<file path="src/rtl/m_cp0.sv">
// MIPS-style coprocessor 0: SR/Cause/EPC registers, interrupt/exception entry and eret.
// Optional PRId read-back at address 15 when CP0_PRID_EN is defined.
module m_cp0 (
    input  logic        clk,
    input  logic        reset,
    input  logic        en,
    input  logic [4:0]  cp0_addr,
    input  logic [31:0] cp0_wdata,
    input  logic [31:0] vpc,
    input  logic        bd_in,
    input  logic [4:0]  exccode_in,
    input  logic [5:0]  hwint,
    input  logic        eret,
    output logic [31:0] cp0_rdata,
    output logic [31:0] epc,
    output logic        req
);

    localparam logic [4:0] ADDR_SR    = 5'd12;
    localparam logic [4:0] ADDR_CAUSE = 5'd13;
    localparam logic [4:0] ADDR_EPC   = 5'd14;
`ifdef CP0_PRID_EN
    localparam logic [4:0]  ADDR_PRID = 5'd15;
    localparam logic [31:0] PRID_VAL  = 32'h2021_B0AA;
`endif

    logic [5:0]  r_sr_im;
    logic        r_sr_exl;
    logic        r_sr_ie;
    logic        r_cause_bd;
    logic [5:0]  r_cause_ip;
    logic [4:0]  r_cause_exc;
    logic [31:0] r_epc;

    logic        w_int_req;
    logic        w_exc_req;
    logic [31:0] w_sr;
    logic [31:0] w_cause;

    assign w_int_req = (|(hwint & r_sr_im)) & r_sr_ie & ~r_sr_exl;
    assign w_exc_req = (exccode_in != 5'd0) & ~r_sr_exl;
    assign req       = w_int_req | w_exc_req;
    assign epc       = r_epc;

    assign w_sr    = {16'd0, r_sr_im, 8'd0, r_sr_exl, r_sr_ie};
    assign w_cause = {r_cause_bd, 15'd0, r_cause_ip, 3'd0, r_cause_exc, 2'd0};

    always_ff @(posedge clk) begin
        if (reset) begin
            r_sr_im     <= '0;
            r_sr_exl    <= 1'b0;
            r_sr_ie     <= 1'b0;
            r_cause_bd  <= 1'b0;
            r_cause_ip  <= '0;
            r_cause_exc <= '0;
            r_epc       <= '0;
        end else begin
            r_cause_ip <= hwint;
            if (req) begin
                // Handler entry; a delay-slot victim restarts at its branch.
                r_sr_exl    <= 1'b1;
                r_cause_bd  <= bd_in;
                r_cause_exc <= w_int_req ? 5'd0 : exccode_in;
                r_epc       <= (vpc & ~32'd3) - (bd_in ? 32'd4 : 32'd0);
            end else begin
                if (en) begin
                    case (cp0_addr)
                        ADDR_SR: begin
                            r_sr_im  <= cp0_wdata[15:10];
                            r_sr_exl <= cp0_wdata[1];
                            r_sr_ie  <= cp0_wdata[0];
                        end
                        ADDR_EPC: r_epc <= cp0_wdata & ~32'd3;
                        default: ;
                    endcase
                end
                // NOTE: the last non-blocking assignment to r_sr_exl wins, so eret overrides an SR write.
                if (eret) begin
                    r_sr_exl <= 1'b0;
                end
            end
        end
    end

    always_comb begin
        cp0_rdata = '0;
        case (cp0_addr)
            ADDR_SR:    cp0_rdata = w_sr;
            ADDR_CAUSE: cp0_rdata = w_cause;
            ADDR_EPC:   cp0_rdata = r_epc;
`ifdef CP0_PRID_EN
            ADDR_PRID:  cp0_rdata = PRID_VAL;
`endif
            default:    cp0_rdata = '0;
        endcase
    end

endmodule

</file>
<file path="config.mk">
export PLATFORM = sky130hd
export DESIGN_NAME = m_cp0
export DESIGN_NICKNAME = d
export VERILOG_FILES = /design/src/rtl/m_cp0.sv
export SDC_FILE = /design/constraint.sdc
export NUM_CORES = 1
export LEC_CHECK = 0
export CAP_MARGIN = 30
export CELL_PAD_IN_SITES_DETAIL_PLACEMENT = 1
export CELL_PAD_IN_SITES_GLOBAL_PLACEMENT = 1
export CORE_AREA = 2 2 107 109
export DETAILED_ROUTE_END_ITERATION = 6
export DIE_AREA = 0 0 109 111
export PLACE_DENSITY_LB_ADDON = 0.1
export REMOVE_ABC_BUFFERS = 1
export SKIP_CTS_REPAIR_TIMING = 1
export SYNTH_ARGS = -nofsm -noshare
export SYNTH_HDL_FRONTEND = slang
export SYNTH_SLANG_ARGS = --single-unit
</file>
<file path="constraint.sdc">
create_clock -name clk -period 5.2 [get_ports clk]
set_input_delay 1.04 -clock clk [delete_from_list [all_inputs] [get_ports clk]]
set_output_delay 1.04 -clock clk [all_outputs]
set_load 0.01 [all_outputs]
</file>
==> results by group, run 1 <==
STA
  • Final setup skew: 7.32 ps
  • Hold Fails Final Rpt: 0
  • Slew Viols, Final: 0
  • Highest clock rate: 237 MHz
  • Period utilization: 81.3%
  • Min Tclk post-route: 4230 ps
  • Setup total negative slack: 0 ps
  • Slew @ Worst Pin: 962 ps
  • RSZ-0062 raised after global routing: false
  • Rel. slew slack: 35.8%
  • Final setup fails: 0

Drt
  • M1 WL: 6.02 mm
  • Top Layer Used: met4
  • First DRT Iteration DRCs: 194
  • Vias: 3938
  • WL/cell: 19.7 µm
  • Final wirelength: 13.5 mm
  • # DRC: 0
  • Met2 wire len: 6.64 mm
  • Via density: 5.73
  • ANT nets after route: 0
  • Routed wl met3: 665 µm
  • Drt pass-1 iters: 4

GRT
  • Total GRT Usage: 22.1%
  • Vias in the first global route: 4090
  • First-pass GRT wire length: 21.3 mm
  • Global route overflow: 0
  • Initial antenna violation count: 0
  • Largest net degree at the start of global routing: 39

Placed design
  • Port Buffers: 145
  • Detailed Place HPWL: 9.73 mm
  • Placer Congestion: 0.826

Clocking
  • Num Clock Sinks: 50
  • Clock Pin Slew Worst Setup and Hold Paths: 70 ps
  • Later-pin clock latency in the skew report: 290 ps
  • Root Buffer: clkbuf_16
  • Clk buf depth: 2
  • Num CTS Buffers: 5
  • CTS tree: yes
  • CTS H-tree depth: 2

Synthesis
  • Synth top area cells: dfxtp_1, mux2i_1, o31ai_1
  • Yosys warnings: 0
  • Main synth FF type: dfxtp_1
  • Synth Cell Area: 3400 µm²
  • Sequential element share of the synthesized area: 29.4%
  • Share of flip-flops with an asynchronous set or reset: 0%
  • Cell count after synthesis: 416
  • Synth top cells by count: dfxtp_1, clkbuf_1, nand4_1
  • Post-synthesis register bit count: 50
  • Post-synth top area share: 29.4%
  • Post-synthesis cell type with the largest combined area: dfxtp_1
  • Count leader, synth: dfxtp_1
  • Number of synthesized flops with an enable pin: 0
  • Distinct cells, synth: 53
  • Syn Area/Cell: 8.17 µm²

Finish
  • Total Nets Final: 630
  • Final Util: 46.4%
  • Layout cells sized above 1: 5.70%
  • Fill count: 1318
  • Syn-to-layout area delta: 51.3%
  • Final antenna diode count: 0

Worst setup path
  • Worst-path cell chain: clkdlybuf4s50_1 -> and3b_1 -> and3_1 -> clkdlybuf4s50_1
  • Crit start category: primary input
  • Crit path DAT: 3190 ps
  • Type of the worst setup path: in -> out
  • WP buf/inv: 2
  • Critical Path Fanout Max: 25
  • CP max-delay cell: and3b_1
  • Worst endpoint required time: 4160 ps
  • Top cell by count, worst path: clkdlybuf4s50_1
  • Setup crit end kind: primary output
  • Crit-path leading delay family: simple AND/OR/NAND/NOR gates
  • Crit path largest cell delay: 810 ps

Die
  • Die W: 109 µm
  • IO Pins: 150
  • Die Area: 12100 µm²
  • Effective utilization at floorplan: 30.7%
  • Num rows: 39
  • Core Area: 11100 µm²
  • Die Y-Extent: 111 µm

Power and ir drop
  • PwrDens: 208 nW/µm²
  • Leakage: 1.86 nW
  • Worst IR Drop VDD: 0.140 mV

Status
  • Outcome: completed

Flow run
  • Max cap viols: 0

Worst hold path
  • Hold WC Path Type: reg -> reg
[registers in the layout (all words and copies together), names as in the netlist]
signal / flops
r_cause_bd: 1
r_cause_exc: 5
r_sr_im: 6
r_sr_exl: 1
r_sr_ie: 1
r_cause_ip: 6
epc: 30
[worst min-delay path: stages (launching register included)]
cell	delay [ps]
dfxtp_1	310
nand3_1	60
a21oi_1	50
[area by class of cell]
class	instances	area, µm²	share of cell area (%)
Sequential cell	50	1000	19.5
Multi-Input combinational cell	312	2180	42.4
Timing Repair Buffer	161	1580	30.7
Tap cell	143	179	3.48
Clock buffer	5	125	2.43
Clock inverter	3	28.8	0.559
Inverter	13	48.8	0.948
[cells by family (layout without fill, tap and decap cells)]
family                   after synthesis  count (layout)  share of synthesized area, %
AO/OA/AOI/OAI                        115             115                          25.4
flip-flops                            50              50                          29.4
other                                  1               2                         0.110
adder cells (fa/ha/maj)                2               2                         0.736
multiplexers                          22              22                          6.48
AND/OR/NAND/NOR                      163             163                          29.0
XOR/XNOR                               8               8                          2.06
buffers and inverters                 55             182                          6.77
[through the flow]
step | instance area (µm²) | std cells | power (mW) | worst slack [ps] | hold WS [ps]
floorplan | 3220 | 375 | 0.544 | 629 | 437
global placement | 4970 | 677 | 0.719 | 1020 | 455
detailed placement | 4980 | 678 | 0.725 | 963 | 460
CTS | 5130 | 686 | 1.08 | 966 | 471
global route | 5140 | 687 | 1.12 | 897 | 494
finish | 5140 | 687 | 1.07 | 973 | 468
[per-layer routing]
layer  track usage, %  up-vias
met5                0        -
met4             5.13        0
met1             28.6     1929
met3             3.47       14
met2             38.0      109
li1                 -     1886
[report_power, final]
part	internal [mW]	switching [mW]
Clock	0.185	0.167
Combinational	0.151	0.135
Sequential	0.412	0.0213
Total	0.748	0.323
[final timing paths]
path                    endpoint           start  slack (ps)  cells after the start
setup / recovery   cp0_rdata[24]     cp0_addr[3]         970                      4
hold reg to reg   r_cause_exc[2]  r_cause_exc[2]         470                      2
setup reg to reg      r_sr_im[5]      r_sr_im[2]        2930                      5
hold / removal    r_cause_exc[2]  r_cause_exc[2]         470                      2
[layout by cell type, fill, tap and decap left out, types with 6 or more instances in the layout]
cell type / instances
mux2i_1: 22
a31oi_1: 9
nor3_1: 12
clkdlybuf4s50_1: 145
o31ai_1: 22
a311oi_1: 6
xor2_1: 7
and4_1: 8
nor4_1: 15
inv_1: 13
nor2_1: 7
nor2b_1: 7
o21ai_0: 10
nand3_1: 14
a22o_1: 9
nand2_1: 22
or3_1: 9
or4_1: 12
dfxtp_1: 50
buf_4: 15
nand4_1: 25
a211oi_1: 18
a21oi_1: 10
and3_1: 14
No activity file was read; power rests on OpenSTA's default activity.
==> inputs of run 2 (changes only) <==
Settings changed: CORE_AREA 2 2 107 109 to 2 2 116 118, DIE_AREA 0 0 109 111 to 0 0 118 120.
Clock period 5.2 ns to 3.8 ns, I/O delays scaled along.
==> run 2 against run 1 <==
Effect of this change:
- sequential cell count unchanged
- final cell count grew 6.3%
- power increased by 37%
- sequential share of layout area shrank 0.48 points
- routed wire length up 7.6%
- non-clock buffer count is 10 higher
- sequential power up 37%
- via count up 2.3%
- final area increased by 2.6%
- largest cell class unchanged
- highest routed layer unchanged
==> results by group, run 2 (synthesized netlist as in run 1, its figures left out) <==
Status
  • Outcome: completed (unchanged)

Clocking
  • CTS tree: yes (unchanged)
  • Clock Pin Slew Worst Setup and Hold Paths: 70 ps (about the same)
  • Num Clock Sinks: 50 (unchanged)
  • Clk buf depth: 2 (unchanged)
  • CTS H-tree depth: 2 (unchanged)
  • Root Buffer: clkbuf_16 (unchanged)
  • Later-pin clock latency in the skew report: 300 ps (was 290 ps)
  • Num CTS Buffers: 5 (unchanged)

GRT
  • Largest net degree at the start of global routing: 39 (unchanged)
  • Global route overflow: 0 (unchanged)
  • Initial antenna violation count: 0 (unchanged)
  • Vias in the first global route: 4315 (was 4090)
  • Total GRT Usage: 20.8% (was 22.1%)
  • First-pass GRT wire length: 23.4 mm (was 21.3 mm)

Die
  • Num rows: 42 (was 39)
  • Die W: 118 µm (was 109 µm)
  • IO Pins: 150 (unchanged)
  • Die Y-Extent: 120 µm (was 111 µm)
  • Die Area: 14200 µm² (was 12100 µm²)
  • Effective utilization at floorplan: 26.2% (was 30.7%)
  • Core Area: 13000 µm² (was 11100 µm²)

Flow run
  • Max cap viols: 0 (unchanged)

Power and ir drop
  • Worst IR Drop VDD: 0.150 mV (was 0.140 mV)
  • Logic pwr share: 27.3% (was 26.7%)
  • Register share of total power: 40.5% (was 40.4%)
  • PwrDens: 278 nW/µm² (was 208 nW/µm²)
  • NetSw: 429 µW (was 323 µW)
  • Sw frac: 29.3% (was 30.1%)
  • Internal power: 1.04 mW (was 748 µW)
  • Leakage: 1.91 nW (was 1.86 nW)
  • Clk pwr share: 32.2% (was 32.9%)

Drt
  • Met2 wire len: 7.16 mm (was 6.64 mm)
  • Vias: 4029 (was 3938)
  • First DRT Iteration DRCs: 165 (was 194)
  • Via density: 5.52 (was 5.73)
  • Drt pass-1 iters: 4 (unchanged)
  • Top Layer Used: met4 (unchanged)
  • # DRC: 0 (unchanged)
  • Final wirelength: 14.5 mm (was 13.5 mm)
  • ANT nets after route: 0 (unchanged)
  • WL/cell: 19.9 µm (was 19.7 µm)
  • M1 WL: 6.45 mm (was 6.02 mm)
  • Routed wl met3: 708 µm (was 665 µm)

Worst setup path
  • Top cell by count, worst path: clkdlybuf4s50_1 (unchanged)
  • Crit start category: primary input (unchanged)
  • Worst-path cell chain: clkdlybuf4s50_1 -> a22o_1 -> o311a_1 -> nor2_1 -> inv_1 -> clkdlybuf4s50_1 (was clkdlybuf4s50_1 -> and3b_1 -> and3_1 -> clkdlybuf4s50_1)
  • Critical Path Fanout Max: 3 (was 25)
  • Crit path DAT: 2660 ps (was 3190 ps)
  • Crit-path leading delay family: buffers and inverters (was simple AND/OR/NAND/NOR gates)
  • Worst endpoint required time: 3040 ps (was 4160 ps)
  • Crit path largest cell delay: 490 ps (was 810 ps)
  • CP max-delay cell: clkdlybuf4s50_1 (was and3b_1)
  • WP buf/inv: 3 (was 2)
  • Type of the worst setup path: in -> out (unchanged)
  • Setup crit end kind: primary output (unchanged)

STA
  • Rel. slew slack: 40.9% (was 35.8%)
  • Final setup skew: 6.31 ps (was 7.32 ps)
  • Highest clock rate: 293 MHz
  • Min Tclk post-route: 3420 ps
  • RSZ-0062 raised after global routing: false (unchanged)
  • Hold Fails Final Rpt: 0 (unchanged)
  • Slew Viols, Final: 0 (unchanged)
  • Period utilization: 89.9%
  • Slew @ Worst Pin: 884 ps (was 962 ps)
  • Final setup fails: 0 (unchanged)
  • Setup total negative slack: 0 ps (unchanged)
  • Hold WS: 474 ps (was 468 ps)

Finish
  • Syn-to-layout area delta: 55.2% (was 51.3%)
  • Total Nets Final: 640 (was 630)
  • Layout cells sized above 1: 7.40% (was 5.70%)
  • Most frequent cells in the layout: clkdlybuf4s50_1, dfxtp_1, nand4_1 (unchanged)
  • Leading cell type in the layout, fill and taps excluded: clkdlybuf4s50_1 (unchanged)
  • Largest register FFs: 30 (unchanged)
  • Final antenna diode count: 0 (unchanged)

Placed design
  • Port Buffers: 145 (unchanged)
  • Detailed Place HPWL: 10.8 mm (was 9.73 mm)
  • Placer Congestion: 0.809 (was 0.826)

Worst hold path
  • Hold WC Path Type: reg -> reg (unchanged)
run 2: cell types whose count changed in the layout (fill, tap and decap cells not counted), sizes merged:
cell / before / now
buf: 16 / 26
inv: 15 / 13
clkinvlp: 0 / 1
clkbuf: 5 / 6
run 2: layout make-up:
type | instances | area [µm²]
fillers | 1536 | 7700
flip-flops and latches | 50 | 1000
repair buffers | 171 | 1670
inverters | 13 | 48.8
multi-input cells | 312 | 2180
clock inverters | 2 | 12.5
clock buffers | 6 | 139
well taps | 176 | 220
run 2: power groups by stage:
stage / clock network, mW / registers (mW) / logic, mW
2_1_floorplan: 0 / 0.611 / 0.133
3_3_place_gp: 0 / 0.604 / 0.395
3_5_place_dp: 0 / 0.605 / 0.400
4_1_cts: 0.485 / 0.594 / 0.403
5_1_grt: 0.512 / 0.599 / 0.432
6_report: 0.472 / 0.594 / 0.400
run 2: through the flow:
step / util, % / power, mW / setup slack, ps / cell area (µm²) / cells
after CTS: 40.6 / 1.48 / 378 / 5280 / 730
after floorplan: - / 0.744 / -491 / 3220 / 375
after global placement: 39.5 / 0.999 / 345 / 5120 / 722
final: 40.6 / 1.47 / 384 / 5280 / 730
after detailed placement: 39.5 / 1.01 / 311 / 5120 / 722
after global routing: 40.6 / 1.54 / 274 / 5280 / 730
run 2: worst paths after layout:
kind | from | to | slack, ps | depth (start not counted)
worst max-delay path | hwint[2] | req | 380 | 6
worst max register to register | r_sr_im[2] | r_sr_im[1] | 1860 | 6
worst min-delay path | r_cause_bd | r_cause_bd | 470 | 2
worst min register to register | r_cause_bd | r_cause_bd | 470 | 2
run 2: layer usage:
metal / vias up / track usage (%)
li1: 1911 / -
met1: 1982 / 26.6
met2: 119 / 36.0
met3: 17 / 3.66
met4: 0 / 5.35
met5: - / 0
run 2: worst min-delay path, cell delays in order, from the launching register on:
cell and delay [ps]:
dfxtp_1 310, nand3_1 60, a21oi_1 60
==> inputs of run 3 (changes only) <==
Settings changed: ABC_CLOCK_PERIOD_IN_PS from default to 3800, CORE_AREA 2 2 116 118 to 2 2 123 125, DIE_AREA 0 0 118 120 to 0 0 125 127.
==> run 3 against run 2 <==
Effect of this change:
- first-iteration DRC count grew 41%
- power grew 9.5%
- setup slack gained 2.8 ps
- die area grew 12%
- global-route usage shrank 1.9 points
- critical path type unchanged
- largest power group is now the clock network
- highest routed layer unchanged
==> results by group, run 3 (synthesized netlist as in run 1, its figures left out) <==
Drt
  • # DRC: 0 (unchanged)
  • WL/cell: 20.6 µm (was 19.9 µm)
  • ANT nets after route: 0 (unchanged)
  • Final wirelength: 15.2 mm (was 14.5 mm)
  • First DRT Iteration DRCs: 232 (was 165)
  • Drt pass-1 iters: 4 (unchanged)
  • Vias: 3973 (was 4029)
  • Via density: 5.38 (was 5.52)

Placed design
  • DP Worst Slack: 295 ps (was 311 ps)
  • Port Buffers: 145 (unchanged)
  • Detailed Place HPWL: 11.1 mm (was 10.8 mm)
  • Placer Congestion: 0.764 (was 0.809)
  • Cells after DPL: 731 (was 722)
  • Area post-placement: 5140 µm² (was 5120 µm²)

Worst setup path
  • Critical Path Fanout Max: 3 (unchanged)
  • Worst setup path end: req (unchanged)
  • Top cell by count, worst path: clkdlybuf4s50_1 (unchanged)
  • Reg2reg start: r_sr_im[2] (unchanged)
  • Type of the worst setup path: in -> out (unchanged)
  • R2r endpoint: r_sr_im[4] (was r_sr_im[1])
  • Crit path DAT: 2650 ps (was 2660 ps)
  • Crit start category: primary input (unchanged)
  • Setup crit end kind: primary output (unchanged)
  • Worst endpoint required time: 3040 ps (about the same)
  • Critical Path Source: hwint[0] (was hwint[2])
  • CP max-delay cell: clkdlybuf4s50_1 (unchanged)
  • R2R depth: 6 (unchanged)
  • Worst-path cell chain: clkdlybuf4s50_1 -> a22o_1 -> o311a_1 -> nor2_1 -> inv_1 -> clkdlybuf4s50_1 (unchanged)
  • Crit path largest cell delay: 500 ps (was 490 ps)
  • Worst reg2reg setup slack: 1880 ps (was 1860 ps)

Finish
  • Total Nets Final: 641 (was 640)
  • Layout cells sized above 1: 7.57% (was 7.40%)
  • Final Non-Filler Cells: 739 (was 730)
  • Most frequent cells in the layout: clkdlybuf4s50_1, dfxtp_1, nand4_1, buf_4 (was clkdlybuf4s50_1, dfxtp_1, nand4_1)
  • Final antenna diode count: 0 (unchanged)
  • Register Area: 1000 µm² (unchanged)
  • Final instance area: 5340 µm² (was 5280 µm²)
  • Largest register FFs: 30 (unchanged)
  • Final Util: 37.0% (was 40.6%)
  • Syn-to-layout area delta: 57.1% (was 55.2%)
  • Multi-input logic area: 2180 µm² (unchanged)
  • Leading cell type in the layout, fill and taps excluded: clkdlybuf4s50_1 (unchanged)
  • Fill count: 1725 (was 1536)

Clocking
  • CTS tree: yes (unchanged)
  • Clock Pin Slew Worst Setup and Hold Paths: 70 ps (about the same)
  • Root Buffer: clkbuf_16 (unchanged)
  • CTS H-tree depth: 2 (unchanged)
  • Clk buf depth: 2 (unchanged)
  • Later-pin clock latency in the skew report: 290 ps (was 300 ps)
  • Num Clock Sinks: 50 (unchanged)
  • Num CTS Buffers: 5 (unchanged)

STA
  • RSZ-0062 raised after global routing: false (unchanged)
  • Hold WS: 473 ps (was 474 ps)
  • Final setup fails: 0 (unchanged)
  • Setup total negative slack: 0 ps (unchanged)
  • Worst Slack Setup Final: 387 ps (was 384 ps)
  • Period utilization: 89.8% (was 89.9%)
  • Slew @ Worst Pin: 907 ps (was 884 ps)
  • Min Tclk post-route: 3410 ps (was 3420 ps)
  • Hold Fails Final Rpt: 0 (unchanged)
  • Slew Viols, Final: 0 (unchanged)
  • Final setup skew: 6.38 ps (was 6.31 ps)
  • Rel. slew slack: 39.4% (was 40.9%)
  • Highest clock rate: 293 MHz (about the same)

Die
  • Core Area: 14400 µm² (was 13000 µm²)
  • Effective utilization at floorplan: 23.6% (was 26.2%)
  • Num rows: 44 (was 42)
  • Die Y-Extent: 127 µm (was 120 µm)
  • Die W: 125 µm (was 118 µm)
  • Die Area: 15900 µm² (was 14200 µm²)
  • IO Pins: 150 (unchanged)

GRT
  • GRT met2 Usage: 32.2% (was 36.0%)
  • Total GRT Usage: 18.9% (was 20.8%)
  • Initial antenna violation count: 0 (unchanged)
  • First-pass GRT wire length: 24.2 mm (was 23.4 mm)
  • Busiest grt layer: met2 (unchanged)
  • GRT met1 Usage: 25.0% (was 26.6%)
  • GR met3 Demand/Resource: 3.60% (was 3.66%)
  • Global route overflow: 0 (unchanged)
  • Largest net degree at the start of global routing: 39 (unchanged)
  • Vias in the first global route: 4193 (was 4315)

Power and ir drop
  • PwrDens: 300 nW/µm² (was 278 nW/µm²)
  • Leakage: 1.94 nW (was 1.91 nW)
  • NetSw: 434 µW (was 429 µW)
  • Total power: 1.60 mW (was 1.47 mW)
  • Logic pwr share: 25.2% (was 27.3%)
  • Sw frac: 27.0% (was 29.3%)
  • Clk pwr share: 37.8% (was 32.2%)
  • Internal power: 1.17 mW (was 1.04 mW)
  • Register share of total power: 37.0% (was 40.5%)
  • Worst IR Drop VDD: 0.137 mV (was 0.150 mV)

Flow run
  • Max cap viols: 0 (unchanged)

Status
  • Outcome: completed (unchanged)

Worst hold path
  • Hold WC Path Type: reg -> reg (unchanged)
-- run 3: changes by cell type in the layout (fill, tap and decap cells not counted) --
cell,previous run,this run
bufinv_16,0,2
buf_4,24,25
clkinvlp_4,1,0
clkinv_2,1,0
-- run 3: power by group through the flow --
stage | sequential (mW) | clock, mW | combinational, mW
final | 0.594 | 0.606 | 0.405
after global routing | 0.600 | 0.637 | 0.438
after CTS | 0.594 | 0.620 | 0.408
after detailed placement | 0.605 | 0 | 0.405
after global placement | 0.604 | 0 | 0.402
after floorplan | 0.611 | 0 | 0.133
-- run 3: worst min-delay path by stage --
stage	from	endpoint	slack (ps)	cells past startpoint
2_1_floorplan	r_cause_exc[0]	r_cause_exc[0]	440	2
3_3_place_gp	r_cause_exc[1]	r_cause_exc[1]	450	2
3_5_place_dp	r_cause_bd	r_cause_bd	470	2
4_1_cts	r_cause_bd	r_cause_bd	480	2
5_1_grt	r_sr_im[1]	r_sr_im[1]	500	2
6_report	r_cause_bd	r_cause_bd	470	2
-- run 3: critical path, delay by kind of cell --
family / cells / cell delay, ps
AOI/OAI and AO/OA: 2 / 670
and+or+nand+nor: 1 / 160
buffers and inverters: 3 / 1050
-- run 3: area by class of cell --
class	instances	area share [%]
tap	184	4.31
clock inverter	2	1.12
timing repair buffer	172	31.4
multi-input combinational	312	40.9
inverter	13	0.914
sequential	50	18.7
clock buffer	6	2.60
-- run 3: routing by layer --
metal | routed length [µm] | up-vias
li1 | - | 1909
met1 | 6990 | 1927
met2 | 7220 | 123
met3 | 810 | 14
met4 | 193 | 0
met5 | 0 | -
